$ cat src/rtl/vcfg_unit.sv
// Vector configuration unit: executes vsetvli/vsetivli/vsetvl and holds the
// architectural vl/vtype/vlmax state, with a valid/ready issue and writeback handshake.
module vcfg_unit #(
    parameter int XLEN      = 32,
    parameter int VLEN      = 16384,
    parameter int ELEN      = 64,
    parameter int SPLIT_AVL = 0,
    parameter int VL_BITS   = $clog2(VLEN) + 1
) (
    input  logic               clk,
    input  logic               rst,
    input  logic               in_valid,
    output logic               in_ready,
    input  logic [31:0]        insn,
    input  logic [XLEN-1:0]    rs1_val,
    input  logic [XLEN-1:0]    rs2_val,
    output logic               out_valid,
    input  logic               out_ready,
    output logic [4:0]         rd_addr,
    output logic [XLEN-1:0]    rd_data,
    output logic [VL_BITS-1:0] vl,
    output logic [XLEN-1:0]    vtype,
    output logic [VL_BITS-1:0] vlmax,
    output logic               busy
);

    localparam logic [6:0]         OPC_V     = 7'b1010111;
    localparam int                 ELEN_LOG2 = $clog2(ELEN);
    localparam int                 MAX_VSEW  = ELEN_LOG2 - 3;
    localparam logic [VL_BITS-1:0] VLEN_W    = VL_BITS'(VLEN);
    localparam logic [XLEN-1:0]    VILL_W    = {1'b1, {(XLEN-1){1'b0}}};

    typedef enum logic [1:0] {
        IDLE = 2'd0,
        CALC = 2'd1,
        RESP = 2'd2
    } state_t;

    state_t             state_r;
    logic [31:0]        insn_r;
    logic [XLEN-1:0]    rs1_r;
    logic [XLEN-1:0]    rs2_r;
    logic [VL_BITS-1:0] vl_r;
    logic [VL_BITS-1:0] vlmax_r;
    logic [XLEN-1:0]    vtype_r;
    logic               out_valid_r;
    logic [4:0]         rd_addr_r;
    logic [XLEN-1:0]    rd_data_r;

    logic               is_vcfg_s;
    logic               is_ivli_s;
    logic [XLEN-1:0]    new_vtype_s;
    logic [2:0]         vlmul_s;
    logic [2:0]         vsew_s;
    logic               bad_vtype_s;
    logic               keep_vl_s;
    logic               illegal_s;
    logic [VL_BITS-1:0] vlmax_base_s;
    logic [VL_BITS-1:0] vlmax_raw_s;
    logic [XLEN-1:0]    vlmax_x_s;
    logic [XLEN-1:0]    avl_s;
    logic [XLEN-1:0]    vl_sel_s;
    logic [XLEN-1:0]    res_vtype_s;
    logic [XLEN-1:0]    res_vl_s;
    logic [VL_BITS-1:0] res_vlmax_s;

    // Decode the captured word and compute the candidate vtype, vlmax and vl
    always_comb begin
        is_vcfg_s   = 1'b0;
        is_ivli_s   = 1'b0;
        new_vtype_s = {XLEN{1'b0}};
        if (insn_r[6:0] == OPC_V && insn_r[14:12] == 3'b111) begin
            if (insn_r[31] == 1'b0) begin
                is_vcfg_s   = 1'b1;
                new_vtype_s = XLEN'(insn_r[30:20]);
            end else if (insn_r[31:30] == 2'b11) begin
                is_vcfg_s   = 1'b1;
                is_ivli_s   = 1'b1;
                new_vtype_s = XLEN'(insn_r[29:20]);
            end else if (insn_r[31:25] == 7'b1000000) begin
                is_vcfg_s   = 1'b1;
                new_vtype_s = rs2_r;
            end else begin
                is_vcfg_s   = 1'b0;
            end
        end else begin
            is_vcfg_s = 1'b0;
        end

        vlmul_s = new_vtype_s[2:0];
        vsew_s  = new_vtype_s[5:3];

        // Fractional check: SEW > ELEN*LMUL  <=>  3 + vsew + (8 - vlmul) > log2(ELEN)
        bad_vtype_s = new_vtype_s[XLEN-1]
                    | (|new_vtype_s[XLEN-2:8])
                    | (vlmul_s == 3'b100)
                    | (int'(vsew_s) > MAX_VSEW)
                    | (vlmul_s[2] && ((int'(vsew_s) + 32'sd11 - int'(vlmul_s)) > ELEN_LOG2));

        vlmax_base_s = VLEN_W >> ({1'b0, vsew_s} + 4'd3);
        if (vlmul_s[2] == 1'b0) begin
            vlmax_raw_s = vlmax_base_s << vlmul_s;
        end else begin
            vlmax_raw_s = vlmax_base_s >> (4'd8 - {1'b0, vlmul_s});
        end
        vlmax_x_s = XLEN'(vlmax_raw_s);

        keep_vl_s = 1'b0;
        if (is_ivli_s) begin
            avl_s = XLEN'(insn_r[19:15]);
        end else if (insn_r[19:15] != 5'd0) begin
            avl_s = rs1_r;
        end else if (insn_r[11:7] != 5'd0) begin
            avl_s = {XLEN{1'b1}};
        end else begin
            avl_s     = XLEN'(vl_r);
            keep_vl_s = 1'b1;
        end

        illegal_s = bad_vtype_s | (keep_vl_s && (vlmax_raw_s != vlmax_r));

        if (avl_s <= vlmax_x_s) begin
            vl_sel_s = avl_s;
        end else if (SPLIT_AVL != 0 && avl_s < (vlmax_x_s << 1)) begin
            vl_sel_s = (avl_s + {{(XLEN-1){1'b0}}, 1'b1}) >> 1;
        end else begin
            vl_sel_s = vlmax_x_s;
        end

        if (illegal_s) begin
            res_vtype_s = VILL_W;
            res_vl_s    = {XLEN{1'b0}};
            res_vlmax_s = {VL_BITS{1'b0}};
        end else begin
            res_vtype_s = new_vtype_s;
            res_vl_s    = vl_sel_s;
            res_vlmax_s = vlmax_raw_s;
        end
    end

    // Handshake FSM with architectural state commit on the CALC edge
    always_ff @(posedge clk) begin
        if (rst) begin
            state_r     <= IDLE;
            insn_r      <= 32'd0;
            rs1_r       <= {XLEN{1'b0}};
            rs2_r       <= {XLEN{1'b0}};
            vl_r        <= {VL_BITS{1'b0}};
            vlmax_r     <= {VL_BITS{1'b0}};
            vtype_r     <= VILL_W;
            out_valid_r <= 1'b0;
            rd_addr_r   <= 5'd0;
            rd_data_r   <= {XLEN{1'b0}};
        end else begin
            case (state_r)
                IDLE: begin
                    if (in_valid) begin
                        insn_r  <= insn;
                        rs1_r   <= rs1_val;
                        rs2_r   <= rs2_val;
                        state_r <= CALC;
                    end else begin
                        state_r <= IDLE;
                    end
                end
                CALC: begin
                    if (is_vcfg_s) begin
                        vtype_r     <= res_vtype_s;
                        vl_r        <= res_vl_s[VL_BITS-1:0];
                        vlmax_r     <= res_vlmax_s;
                        rd_addr_r   <= insn_r[11:7];
                        rd_data_r   <= res_vl_s;
                        out_valid_r <= 1'b1;
                        state_r     <= RESP;
                    end else begin
                        state_r <= IDLE;
                    end
                end
                RESP: begin
                    if (out_ready) begin
                        out_valid_r <= 1'b0;
                        state_r     <= IDLE;
                    end else begin
                        state_r <= RESP;
                    end
                end
                default: begin
                    out_valid_r <= 1'b0;
                    state_r     <= IDLE;
                end
            endcase
        end
    end

    assign in_ready  = (state_r == IDLE);
    assign busy      = (state_r != IDLE);
    assign out_valid = out_valid_r;
    assign rd_addr   = rd_addr_r;
    assign rd_data   = rd_data_r;
    assign vl        = vl_r;
    assign vtype     = vtype_r;
    assign vlmax     = vlmax_r;

endmodule

$ cat config.mk
export PLATFORM = sky130hd
export DESIGN_NAME = vcfg_unit
export DESIGN_NICKNAME = d
export VERILOG_FILES = /design/src/rtl/vcfg_unit.sv
export SDC_FILE = /design/constraint.sdc
export NUM_CORES = 1
export LEC_CHECK = 0
export ABC_AREA = 0
export BUFFER_PORTS_ARGS = -buffer_cell sky130_fd_sc_hd__buf_4
export CORE_MARGIN = 2
export CORE_UTILIZATION = 45
export DETAILED_ROUTE_END_ITERATION = 7
export HOLD_SLACK_MARGIN = 0.1
export PLACE_DENSITY = 0.68
export SYNTH_ARGS = -nofsm -noshare
export SYNTH_HDL_FRONTEND = slang
export SYNTH_SLANG_ARGS = --single-unit
export TNS_END_PERCENT = 5
$ cat constraint.sdc
create_clock -name clk -period 10.01 [get_ports clk]
set_input_delay 2.002 -clock clk [delete_from_list [all_inputs] [get_ports clk]]
set_output_delay 2.002 -clock clk [all_outputs]
set_load 0.1 [all_outputs]
==> impl.org, run 1 <==
** Run
- Max Cap Violations :: 0

** CTS
- The longest clock path from root to sink contains 2 buffers.
- The number of gates resized after CTS was 0.
- Hold-fix buffer count after cts :: 0
- TritonCTS built the clock tree.
- The root buffer cell chosen for the clock tree is sky130_fd_sc_hd__clkbuf_16.
- The later pin in the worst-skew pair is clocked with a latency of 0.45 ns.
- Buffers inserted during clock tree synthesis total 17.
- Setup Fix Bufs, Post-CTS :: 0
- The H-tree was split into 4 levels.
- # clock sinks :: 183
- After clock tree synthesis, the clock-pin slew on the worst setup and hold paths is 0.08 ns.

** Logic synthesis
- Averaged over all synthesized cells, the footprint is 7.622 µm².
- Flip-flop cell with the highest count after synthesis :: sky130_fd_sc_hd__dfxtp_1
- Share of async-settable or async-resettable flops after synthesis :: 0%
- Netlist cell types :: 78
- Synthesis inferred 183 register bits.
- After synthesis, flip-flops and latches occupy 39.59% of the total area.
- The cell count after synthesis came out at 1,214.
- Synthesis warning total :: 0
- Area of the mapped netlist :: 9253 µm²
- Number of enable flip-flop cells after synthesis :: 0
- When the netlist entered floorplanning its net count stood at 1,337.

** Setup path
- CP peak stage delay :: 0.72 ns
- Among cell families on the critical path, the largest total delay comes from compound AO/OA/AOI/OAI gates.
- CP arrival :: 7.51 ns
- Along the worst path, the maximum fanout reaches 31.
- The setup path with the least slack is of type reg -> reg.
- Number of buffers and inverters on the critical path :: 4
- Worst endpoint required time :: 10.37 ns
- Among all stages on the critical path, the largest delay is contributed by sky130_fd_sc_hd__or4_1.
- Kind of launch point of the worst setup path :: flop
- Crit end category :: flop
- R2R setup slack :: 2.86 ns
- Crit-path cells :: or4_1 -> o32ai_2 -> buf_4 -> nand2_1 -> inv_2 -> ha_1 -> buf_4 -> inv_1 -> nor3_1 -> a31oi_1 -> ha_1 -> and4_1 -> a2111oi_0 -> o311ai_0 -> a31oi_1 -> o21a_1 -> mux2_2 -> o21ai_1

** Global route
- The first global-routing pass estimated 50.65 mm of wire.
- Remaining global-route overflow :: 0
- Entering global routing, the biggest net connects 107 pins.
- Number of antenna violations at the first check in global routing :: 0
- All-layer global routing usage :: 29.43%
- Vias in the first global route :: 9,022

** Final layout
- Once layout is done, the placed cells without fillers occupy 11,490 µm².
- Storage cell area :: 3664 µm²
- The library cells used most frequently in the layout, excluding fill and tap cells, are 293 x sky130_fd_sc_hd__nand2_1, 221 x sky130_fd_sc_hd__buf_4, 183 x sky130_fd_sc_hd__dfxtp_1, 127 x sky130_fd_sc_hd__a21oi_1, 58 x sky130_fd_sc_hd__nor2_1.
- Multi-input combinational cell area :: 5119 µm²
- The number of antenna diodes in the final layout is 0.
- The library cell used most frequently in the layout, excluding fill and tap cells, is sky130_fd_sc_hd__nand2_1.
- Fillcell total :: 1,922
- Of the cells placed in the final design, the portion with a size suffix greater than 1 is 19.83%.
- Compared with the post-synthesis result, the final layout area differs by 24.14%.
- Count of non-filler cells in the finished layout :: 1,642
- For this run, the post-layout net count is 1,482.

** Timing
- RSZ-0062 raised after global routing :: no
- Peak Freq :: 139.8 MHz
- Worst slew margin :: 27.32%
- In the post-route analysis, the smallest setup slack over all paths is 2.859 ns.
- The number of pins with negative max-slew slack in the final report is 0.
- Period minus WS final :: 7.151 ns
- Transition at the pin with the smallest max-transition slack :: 1.090 ns
- Setup violations remaining at the end of the flow were counted as 0.
- The hold violation count in the final report is 0.
- Ratio of final minimum period to clock period :: 71.44%
- Final TNS setup :: 0 ns
- Clock skew after layout :: 0.01723 ns

** Routing
- In this run, the number of DRC markers left after iteration 0 of detailed routing was 874.
- The final layout contains routed wiring with a total length of 32.00 mm.
- For this run, the detailed router's first-pass iteration total came to 5.
- Mean routed wirelength per cell :: 19.49 µm
- Post-route DRC violation count :: 0
- After detailed routing, the number of vias per cell comes to 5.764.
- Total vias in the final route :: 9,465
- ANT nets after route :: 0

** Placed design
- The HPWL after detailed placement is 23.19 mm.
- Port buffer count :: 201
- Once placement completed, the tool counted placed cells totaling 1,610.
- Worst slack at placement :: 3.134 ns
- Placer Congestion :: 1.015
- Once placement finished, the instance area stood at 10,860 µm².

** Power
- PnR Total Power :: 1.723 mW
- Leakage power of the design :: 4.611 nW
- VDD sags by at most 0.0001127 V.
- Part of the power in registers :: 44.5%
- Cell-internal power :: 1.211 mW
- Switching share of power :: 29.75%
- The clock network is responsible for 41.3% of the overall power.
- P_sw :: 512.6 µW
- Combinational logic is responsible for 14.1% of the overall power.
- Total power density per cell area :: 150.0 nW/µm²

** Die
- During I/O placement, the number of pins put on the boundary was 202.
- The floorplan step set the die width to 147.4 µm.
- After floorplanning, the core was sized to cover 20,230 µm².
- The die covers 21,720 µm².
- The die is 147.4 µm tall.
- The floorplan has 52 rows.
- Once the floorplan was initialized, standard cells occupied 45.73% of the core.

** Status
- The flow ran to the end, and the final reports show no timing, DRC or antenna violations.

** Min path
- Hold/Removal Path Class :: reg -> reg
[synthesized netlist by cell type, types with 4 or more instances]
master | n | area, µm²
sky130_fd_sc_hd__nand2_1 | 294 | 1104
sky130_fd_sc_hd__dfxtp_1 | 183 | 3664
sky130_fd_sc_hd__a21oi_1 | 127 | 635.6
sky130_fd_sc_hd__clkbuf_1 | 70 | 262.8
sky130_fd_sc_hd__nor2_1 | 59 | 221.5
sky130_fd_sc_hd__and2_1 | 49 | 306.5
sky130_fd_sc_hd__o21ai_0 | 30 | 150.1
sky130_fd_sc_hd__o21ai_1 | 29 | 145.1
sky130_fd_sc_hd__nor3_1 | 28 | 140.1
sky130_fd_sc_hd__nor4_1 | 24 | 150.1
sky130_fd_sc_hd__ha_1 | 22 | 275.3
sky130_fd_sc_hd__inv_1 | 18 | 67.56
sky130_fd_sc_hd__nand3_1 | 18 | 90.09
sky130_fd_sc_hd__o22ai_1 | 17 | 106.4
sky130_fd_sc_hd__buf_4 | 15 | 112.6
sky130_fd_sc_hd__mux2i_1 | 15 | 150.1
sky130_fd_sc_hd__o211ai_1 | 13 | 97.59
sky130_fd_sc_hd__nand4_1 | 11 | 68.82
sky130_fd_sc_hd__nand2b_1 | 10 | 62.56
sky130_fd_sc_hd__nor2b_1 | 10 | 62.56
sky130_fd_sc_hd__or3_1 | 10 | 62.56
sky130_fd_sc_hd__a31oi_1 | 9 | 56.30
sky130_fd_sc_hd__and3_1 | 9 | 56.30
sky130_fd_sc_hd__o21a_1 | 9 | 67.56
sky130_fd_sc_hd__a211oi_1 | 8 | 60.06
sky130_fd_sc_hd__o31ai_1 | 7 | 52.55
sky130_fd_sc_hd__or4_1 | 7 | 52.55
sky130_fd_sc_hd__a2111oi_0 | 6 | 52.55
sky130_fd_sc_hd__a22oi_1 | 6 | 45.04
sky130_fd_sc_hd__buf_1 | 6 | 22.52
sky130_fd_sc_hd__o31a_1 | 6 | 52.55
sky130_fd_sc_hd__and4_1 | 5 | 43.79
sky130_fd_sc_hd__xnor2_1 | 5 | 43.79
sky130_fd_sc_hd__a22o_1 | 4 | 35.03
sky130_fd_sc_hd__a41oi_1 | 4 | 35.03
sky130_fd_sc_hd__buf_2 | 4 | 20.02
[flip-flops by register name, indices dropped and copies added (netlist names), 2 cells and up]
name and flops:
insn_r 32, rs1_r 32, rs2_r 32, vtype 32, rd_data 18, vlmax 15, vl 14, rd_addr 5
state_r 2
[layer usage]
metal	global-route usage (%)	vias up	share of wire (%)
met2	44.98	426	45
met4	11.92	0	3.2
met5	0	-	0
met3	7.346	72	7.8
li1	-	4566	-
met1	39.95	4401	44
[power groups by stage]
stage	logic [mW]	registers, mW	clock network, mW
2_1_floorplan	0.162	0.778	0
3_3_place_gp	0.240	0.783	0
3_5_place_dp	0.240	0.784	0
4_1_cts	0.241	0.767	0.720
5_1_grt	0.272	0.771	0.753
6_report	0.244	0.768	0.712
[worst min-delay path: stages, from the launching register on]
cell,delay (ns)
sky130_fd_sc_hd__dfxtp_1,0.31
sky130_fd_sc_hd__nand2_1,0.05
sky130_fd_sc_hd__a21oi_1,0.05
[stage by stage]
stage / hold WS [ns] / util, %
finish: 0.4547 / 56.76
floorplan: 0.4308 / -
CTS: 0.4564 / 56.76
global placement: 0.4394 / 53.66
global route: 0.4723 / 56.76
detailed placement: 0.4453 / 53.66
[path summary, 6_finish.rpt]
path,from,end,depth (start not counted)
worst max register to register,insn_r[25],vl[0],18
worst max-delay path,insn_r[25],vl[0],18
worst min register to register,rs1_r[1],rs1_r[1],2
worst min-delay path,rs1_r[1],rs1_r[1],2
[area by class of cell]
type | instances | area share (%)
well taps | 270 | 2.941
repair buffers | 221 | 14.44
clock buffers | 17 | 3.704
multi-input cells | 915 | 44.56
flip-flops and latches | 183 | 31.90
clock inverters | 15 | 1.765
inverters | 21 | 0.6863
[logic make-up (layout without fill, tap and decap cells)]
| kind of cell | count (synthesis) | after routing | share of synthesized area, % |
|---|---|---|---|
| xor gates and xnor gates | 7 | 7 | 0.6626 |
| DFF | 183 | 183 | 39.59 |
| and+or+nand+nor | 551 | 551 | 27.79 |
| AOI/OAI and AO/OA | 314 | 314 | 21.14 |
| muxes | 19 | 19 | 2.150 |
| adders and majority gates | 24 | 24 | 3.299 |
| buffers and inverters | 116 | 274 | 5.368 |
Power figures use the tool's default switching activity.
==> run 2: changes to the inputs <==
PLACE_DENSITY = 0.71   (was 0.68)
clock period = 6.5 ns   (was 10.01 ns; I/O delays follow)
==> run 2 against run 1 <==
Net effect: wire length rose by 1.7%; clock skew fell by 0.0054 ns; critical endpoint is now vl[13]; register-to-register slack got worse by 2.3 ns; highest routed layer unchanged; final cell count rose by 1.0%.
==> impl.org, run 2 (synthesis gave the netlist of run 1 again) <==
** Status
- Result of the run :: complete, no violations

** Timing
- Summed over all failing endpoints, the final setup total negative slack is 0 ns.
- Peak Freq :: 169.2 MHz
- Setup slack closes at 0.5885 ns.
- Ratio of final minimum period to clock period :: 90.95%
- Period minus WS final :: 5.911 ns
- The number of pins with negative max-slew slack in the final report is 0.
- Setup violations remaining at the end of the flow were counted as 0.
- Number of hold violations in the final report :: 0
- Worst slew margin :: 24.71%
- RSZ-0062 raised after global routing :: no
- Transition at the pin with the smallest max-transition slack :: 1.129 ns
- Clock skew on the completed layout was measured at 0.01185 ns.

** Die
- Die Y :: 147.4 µm
- Once the floorplan was initialized, standard cells occupied 45.73% of the core.
- Total I/O pin count :: 202
- The initialized floorplan defines 52 standard-cell rows.
- Width of the chip :: 147.4 µm
- Die area :: 21,720 µm²
- Placeable core region :: 20,230 µm²

** Routing
- First-pass DRT Iterations :: 7
- Mean routed wirelength per cell :: 19.62 µm
- ANT nets after route :: 0
- Vias per cell :: 5.826
- Across all layers, the routed design uses 9,665 vias.
- Routed wire length :: 32.55 mm
- Highest routing layer actually used :: met4
- For this run, design rule violations remaining after detail routing come to 0.
- Count of routing violations after the opening detailed-route iteration :: 934
- Met2 wire length :: 14.65 mm
- In the final routing, the length of wire on met1 measures 14.11 mm.
- Detailed routing placed a total of 2.842 mm of wire on met3.

** Power
- The design draws 2.608 mW.
- Total power density per cell area :: 225.5 nW/µm²
- For this design the static power due to leakage is 4.676 nW.
- Worst VDD drop :: 0.0001774 V

** Final layout
- The library cell used most frequently in the layout, excluding fill and tap cells, is sky130_fd_sc_hd__nand2_1.
- NumNets Final :: 1,499
- Share of final-layout standard cells stronger than drive strength 1 :: 20.66%
- Final Core Density :: 57.17%
- Relative to the synthesized area, the layout overhead comes to 25.03%.
- The number of antenna diodes in the final layout is 0.
- Fillcell total :: 1,932
- Commonest non-fill, non-tap cells in the layout :: 293 x sky130_fd_sc_hd__nand2_1, 238 x sky130_fd_sc_hd__buf_4, 183 x sky130_fd_sc_hd__dfxtp_1, 127 x sky130_fd_sc_hd__a21oi_1, 58 x sky130_fd_sc_hd__nor2_1

** CTS
- TritonCTS built the clock tree.
- Skew-Pair Late Insertion Delay :: 0.44 ns
- The tree is rooted in a sky130_fd_sc_hd__clkbuf_16.
- Gates resized, CTS repair :: 0
- Clock-pin slew was measured on the worst setup and hold paths at 0.07 ns.
- Maximum clock insertion buffer count :: 2
- Hold-fix buffer count after cts :: 0
- The tree built by TritonCTS fans out to 183 sinks.
- Buffers inserted during clock tree synthesis total 17.
- The H-tree generated during clock tree synthesis spans 4 levels.
- Post-CTS timing repair inserted 0 buffers for setup.

** Setup path
- Kind of launch point of the worst setup path :: flop
- The slowest stage of the critical path is the sky130_fd_sc_hd__dfxtp_1 cell.
- CP peak stage delay :: 0.46 ns
- At the worst endpoint, the required time is 6.82 ns.
- In this run the worst path has a maximum fanout of 12.
- In this design, the largest share of critical-path delay is due to compound AO/OA/AOI/OAI gates.
- Crit end category :: flop
- Counting buffers and inverters, the worst setup path is 23 cells deep.
- Crit-path cells :: nor4bb_1 -> a22oi_1 -> nor2_2 -> inv_2 -> ha_1 -> buf_4 -> nor4_1 -> o21ai_1 -> nor2_1 -> a41o_1 -> nand2_1 -> ha_1 -> nor2b_1 -> o21a_1 -> o21ai_0 -> nand2b_1 -> a2111oi_0 -> o311ai_0 -> a31oi_1 -> o21a_1 -> buf_4 -> mux2i_1 -> o21ai_1
- STA puts the critical path data arrival time at 6.23 ns.
- The number of buffers and inverters on the critical path is 3.
- Logic depth of the worst register-to-register path :: 23
- By startpoint and endpoint, the worst setup path is classified as reg -> reg.

** Global route
- The total overflow left after global routing is 0.
- The number of global-route vias before repair was 9,075.
- Number of antenna violations at the first check in global routing :: 0
- The first global-routing pass estimated 50.72 mm of wire.
- Maximum number of pins on one net before global-route repair :: 98
- All-layer global routing usage :: 29.40%

** Placed design
- OpenSTA, run right after detailed placement, puts the worst setup slack at 0.6125 ns.
- Placer Congestion :: 0.9810
- Port buffer count :: 201
- After legalization and detailed placement, the total HPWL measured 23.47 mm.

** Min path
- Worst Hold Path Cells :: 2
- Hold/Removal Path Class :: reg -> reg

** Run
- Max Cap Violations :: 0
[run 2: changes by cell type in the layout (fill, tap and decap cells not counted), sizes merged]
cell	previous run	this run
clkbuf	17	18
bufinv	1	0
buf	221	238
[run 2: final cells by class]
cell class / instances / area, µm² / share of cell area, %
Multi-Input combinational cell: 915 / 5110 / 44.17
Sequential cell: 183 / 3664 / 31.67
Timing Repair Buffer: 238 / 1787 / 15.44
Clock buffer: 18 / 439.2 / 3.796
Tap cell: 270 / 337.8 / 2.920
Clock inverter: 14 / 152.6 / 1.319
Inverter: 21 / 78.83 / 0.6814
[run 2: report_power, final]
| part | internal (mW) | leakage, nW | switching [mW] |
|---|---|---|---|
| Combinational | 0.155 | 2.90 | 0.237 |
| Sequential | 1.16 | 1.49 | 0.0251 |
| Clock | 0.526 | 0.291 | 0.510 |
[run 2: final timing paths]
path | slack (ns) | start | endpoint
worst max register to register | 0.59 | insn_r[31] | vl[13]
worst max-delay path | 0.59 | insn_r[31] | vl[13]
worst min register to register | 0.45 | insn_r[14] | insn_r[14]
worst min-delay path | 0.45 | insn_r[14] | insn_r[14]
[run 2: worst min-delay path: stages (launching register included)]
cell and delay [ns]:
sky130_fd_sc_hd__dfxtp_1 0.31, sky130_fd_sc_hd__nand2_1 0.05, sky130_fd_sc_hd__a21oi_1 0.05
[run 2: metrics by stage]
stage	hold WS [ns]	cell area, µm²	std cells
2_1_floorplan	0.4308	9253	1214
3_3_place_gp	0.4402	10980	1627
3_5_place_dp	0.4450	10980	1627
4_1_cts	0.4570	11570	1659
5_1_grt	0.4708	11570	1659
6_report	0.4548	11570	1659
[run 2: layer usage]
metal	track usage [%]	vias up
met5	0	-
met4	10.82	0
met3	6.451	80
met2	45.42	460
met1	40.52	4535
li1	-	4590
==> run 3: changes to the inputs <==
PLACE_DENSITY = 0.68   (was 0.71)
clock period = 6.3 ns   (was 6.5 ns; I/O delays follow)
==> run 3 against run 2 <==
Net effect: sequential power grew 3%; worst setup slack got worse by 0.024 ns; final cell count barely moved; sequential cell count stayed put; total power up 5.2%; clock power up 8%; sequential share of layout area shrank 0.096 points; first-iteration DRC count is 14% lower; via count decreased by 1.5%; worst hold slack lost 0.00063 ns; non-clock buffer count is 1 higher; largest cell class unchanged.
==> impl.org, run 3 (synthesis gave the netlist of run 1 again) <==
** Setup path
- Maximum fanout count along the critical path :: 12
- Cell with the biggest individual delay on the critical path :: sky130_fd_sc_hd__o21ai_0
- Setup crit start :: insn_r[31]
- The worst setup path is captured at a flop.
- Together, buffers and inverters on the worst path number 4.
- At the worst endpoint, the required time is 6.67 ns.
- Number of logic stages on the critical path including buffering :: 24
- STA classifies the critical path startpoint as a flop.
- At the worst endpoint, the arrival time is 6.10 ns.
- Logic depth of the worst register-to-register path :: 24
- FF-to-FF Start :: insn_r[31]
- The cell family contributing the most delay on the critical path is compound AO/OA/AOI/OAI gates.
- Walking the worst path, the cells encountered are nor4bb_1 -> a22oi_1 -> buf_4 -> nor2_2 -> inv_2 -> ha_1 -> buf_4 -> nor4_1 -> o21ai_0 -> nor2_1 -> a41o_1 -> nand2_1 -> ha_1 -> nor2b_1 -> o21a_1 -> o21ai_0 -> nand2b_1 -> a2111oi_0 -> o311ai_0 -> a31oi_1 -> o21a_1 -> buf_4 -> mux2_2 -> o21ai_1.
- The cell that appears most often on the critical path is sky130_fd_sc_hd__buf_4.
- CP peak stage delay :: 0.52 ns
- The worst setup path is of the reg -> reg kind.

** Power
- Summed over all cells, the static leakage comes to 4.704 nW.
- Clock power frac :: 40.7%
- Worst VDD drop :: 0.0001816 V
- Comb pwr share :: 14.8%
- Per report_power, the sequential group accounts for 44.4% of the total.
- For this design the total switching power over the nets is 784.4 µW.
- Switching share of power :: 28.60%
- Total power density per cell area :: 236.4 nW/µm²
- Cell-internal power :: 1.959 mW

** CTS
- Total clock buffers created by CTS :: 17
- Clock tree synthesis selected as its root buffer the cell sky130_fd_sc_hd__clkbuf_16.
- # clock sinks :: 183
- The clock tree synthesis step divided the H-tree into 4 levels.
- Clock-pin slew was measured on the worst setup and hold paths at 0.07 ns.
- Maximum clock insertion buffer count :: 2
- The later pin in the worst-skew pair is clocked with a latency of 0.44 ns.
- TritonCTS built the clock tree.

** Placed design
- The placed instances occupy a cell area of 10,990 µm².
- Placer Congestion :: 0.9972
- Port buffer count :: 201
- Summed over all nets, the half-perimeter wirelength after detailed placement is 23.12 mm.

** Timing
- For the final database, setup skew stands at 0.01656 ns.
- Setup repair after global routing left no endpoint under its margin.
- Number of max-slew violations in the final report :: 0
- Ratio of final minimum period to clock period :: 91.03%
- Period minus WS final :: 5.735 ns
- Transition at the pin with the smallest max-transition slack :: 1.002 ns
- Number of hold violations in the final report :: 0
- Static timing analysis puts the maximum clock frequency at 174.4 MHz.
- Final count of negative-setup-slack endpoints :: 0
- Measured against its own limit, the worst slew margin works out to 32.65%.
- Summed over all failing endpoints, the final setup total negative slack is 0 ns.

** Final layout
- The number of antenna diodes in the final layout is 0.
- In the layout the commonest cells are 293 x sky130_fd_sc_hd__nand2_1, 239 x sky130_fd_sc_hd__buf_4, 183 x sky130_fd_sc_hd__dfxtp_1, 127 x sky130_fd_sc_hd__a21oi_1, 58 x sky130_fd_sc_hd__nor2_1.
- In the final design database the tool counted 1,500 nets.
- The post-route netlist has 20.72% of its cells at a drive strength greater than 1.
- From synthesis to final layout, the design area changed by 25.41%.
- Post-route standard cell area excluding fillers :: 11,600 µm²
- The library cell used most frequently in the layout, excluding fill and tap cells, is sky130_fd_sc_hd__nand2_1.

** Die
- Width of the chip :: 147.4 µm
- Row cnt :: 52
- Once the floorplan was initialized, standard cells occupied 45.73% of the core.
- Placeable core region :: 20,230 µm²
- Die area :: 21,720 µm²
- Die Y :: 147.4 µm
- 202 I/O pins were placed.

** Global route
- Met1 global-route usage :: 38.31%
- GR peak layer :: met2
- Global routing used 9.198% of the available met3 tracks.
- The number of antenna violations at the first check in global routing is 0.
- After global routing the overflow that remains totals 0.
- All-layer global routing usage :: 28.92%
- Met2 routing resource usage after global routing :: 43.86%
- Global-route wire length before repair :: 49.80 mm
- The number of global-route vias before repair came to 9,045.
- Maximum number of pins on one net before global-route repair :: 98

** Min path
- Worst Hold Path Cells :: 2
- Hold/Removal Path Class :: reg -> reg
- The startpoint identified for the worst hold timing path is insn_r[5].

** Run
- Max-cap violations in this run came to 0.

** Routing
- In the routed layout, each cell is associated on average with a via count of 5.735.
- Total vias in the final route :: 9,520
- After detailed routing, the average wire length per cell comes to 19.16 µm.
- First-pass DRT Iterations :: 6
- In this run the remaining antenna-violating nets after routing total 0.
- Count of routing violations after the opening detailed-route iteration :: 807
- Wires add up to 31.81 mm.
- In the routed design, unresolved DRC markers number 0.

** Status
- The flow ran to the end, and the final reports show no timing, DRC or antenna violations.
run 3: cell count changes in the layout (fill, tap and decap cells not counted), sizes merged:
cell | previous run | this run
clkinv | 7 | 3
bufinv | 0 | 2
buf | 238 | 239
clkinvlp | 0 | 1
inv | 28 | 29
run 3: timing repair:
action | 4_1_cts | 5_1_grt
resized for setup | 0 | 1
endpoints found under the setup margin | 0 | 1
hold buffers | 0 | 0
buffers inserted | 0 | 0
run 3: worst paths after layout:
path / endpoint / slack, ns
setup reg to reg: vl[4] / 0.56
hold / removal: insn_r[5] / 0.45
hold reg to reg: insn_r[5] / 0.45
setup / recovery: vl[4] / 0.56
run 3: per-stage QoR:
step / cells / util (%) / power (mW) / hold slack [ns] / setup slack [ns]
2_1_floorplan: 1214 / - / 1.493 / 0.4308 / 0.1016
3_3_place_gp: 1628 / 54.33 / 1.643 / 0.4416 / 0.8237
3_5_place_dp: 1628 / 54.33 / 1.643 / 0.4419 / 0.7047
4_1_cts: 1660 / 57.32 / 2.759 / 0.4515 / 0.6821
5_1_grt: 1660 / 57.35 / 2.853 / 0.4692 / 0.1110
6_report: 1660 / 57.35 / 2.743 / 0.4542 / 0.5649
run 3: layer usage:
layer | up-vias | part of all wire, % | wire [µm]
met5 | - | 0 | 0
met4 | 0 | 3.6 | 1141
met2 | 438 | 44 | 14000
met1 | 4390 | 43 | 13680
li1 | 4601 | - | -
met3 | 91 | 9.4 | 2991
run 3: cell type report:
type	instances	area, µm²
Tap cell	270	337.8
Clock inverter	14	176.4
Sequential cell	183	3664
Timing Repair Buffer	239	1794
Multi-Input combinational cell	915	5124
Inverter	21	78.83
Fill cell	1943	8631
Clock buffer	18	429.2
run 3: worst min-delay path: cells and delay by family, from the launching register on:
family	cells	cell delay, ns
compound gates	1	0.05
flops	1	0.31
simple gates	1	0.05
run 3: power groups by stage:
stage / sequential, mW / combinational (mW) / clock [mW]
finish: 1.22 / 0.406 / 1.12
CTS: 1.22 / 0.400 / 1.14
global route: 1.22 / 0.446 / 1.18
global placement: 1.24 / 0.399 / 0
detailed placement: 1.25 / 0.398 / 0
floorplan: 1.24 / 0.257 / 0
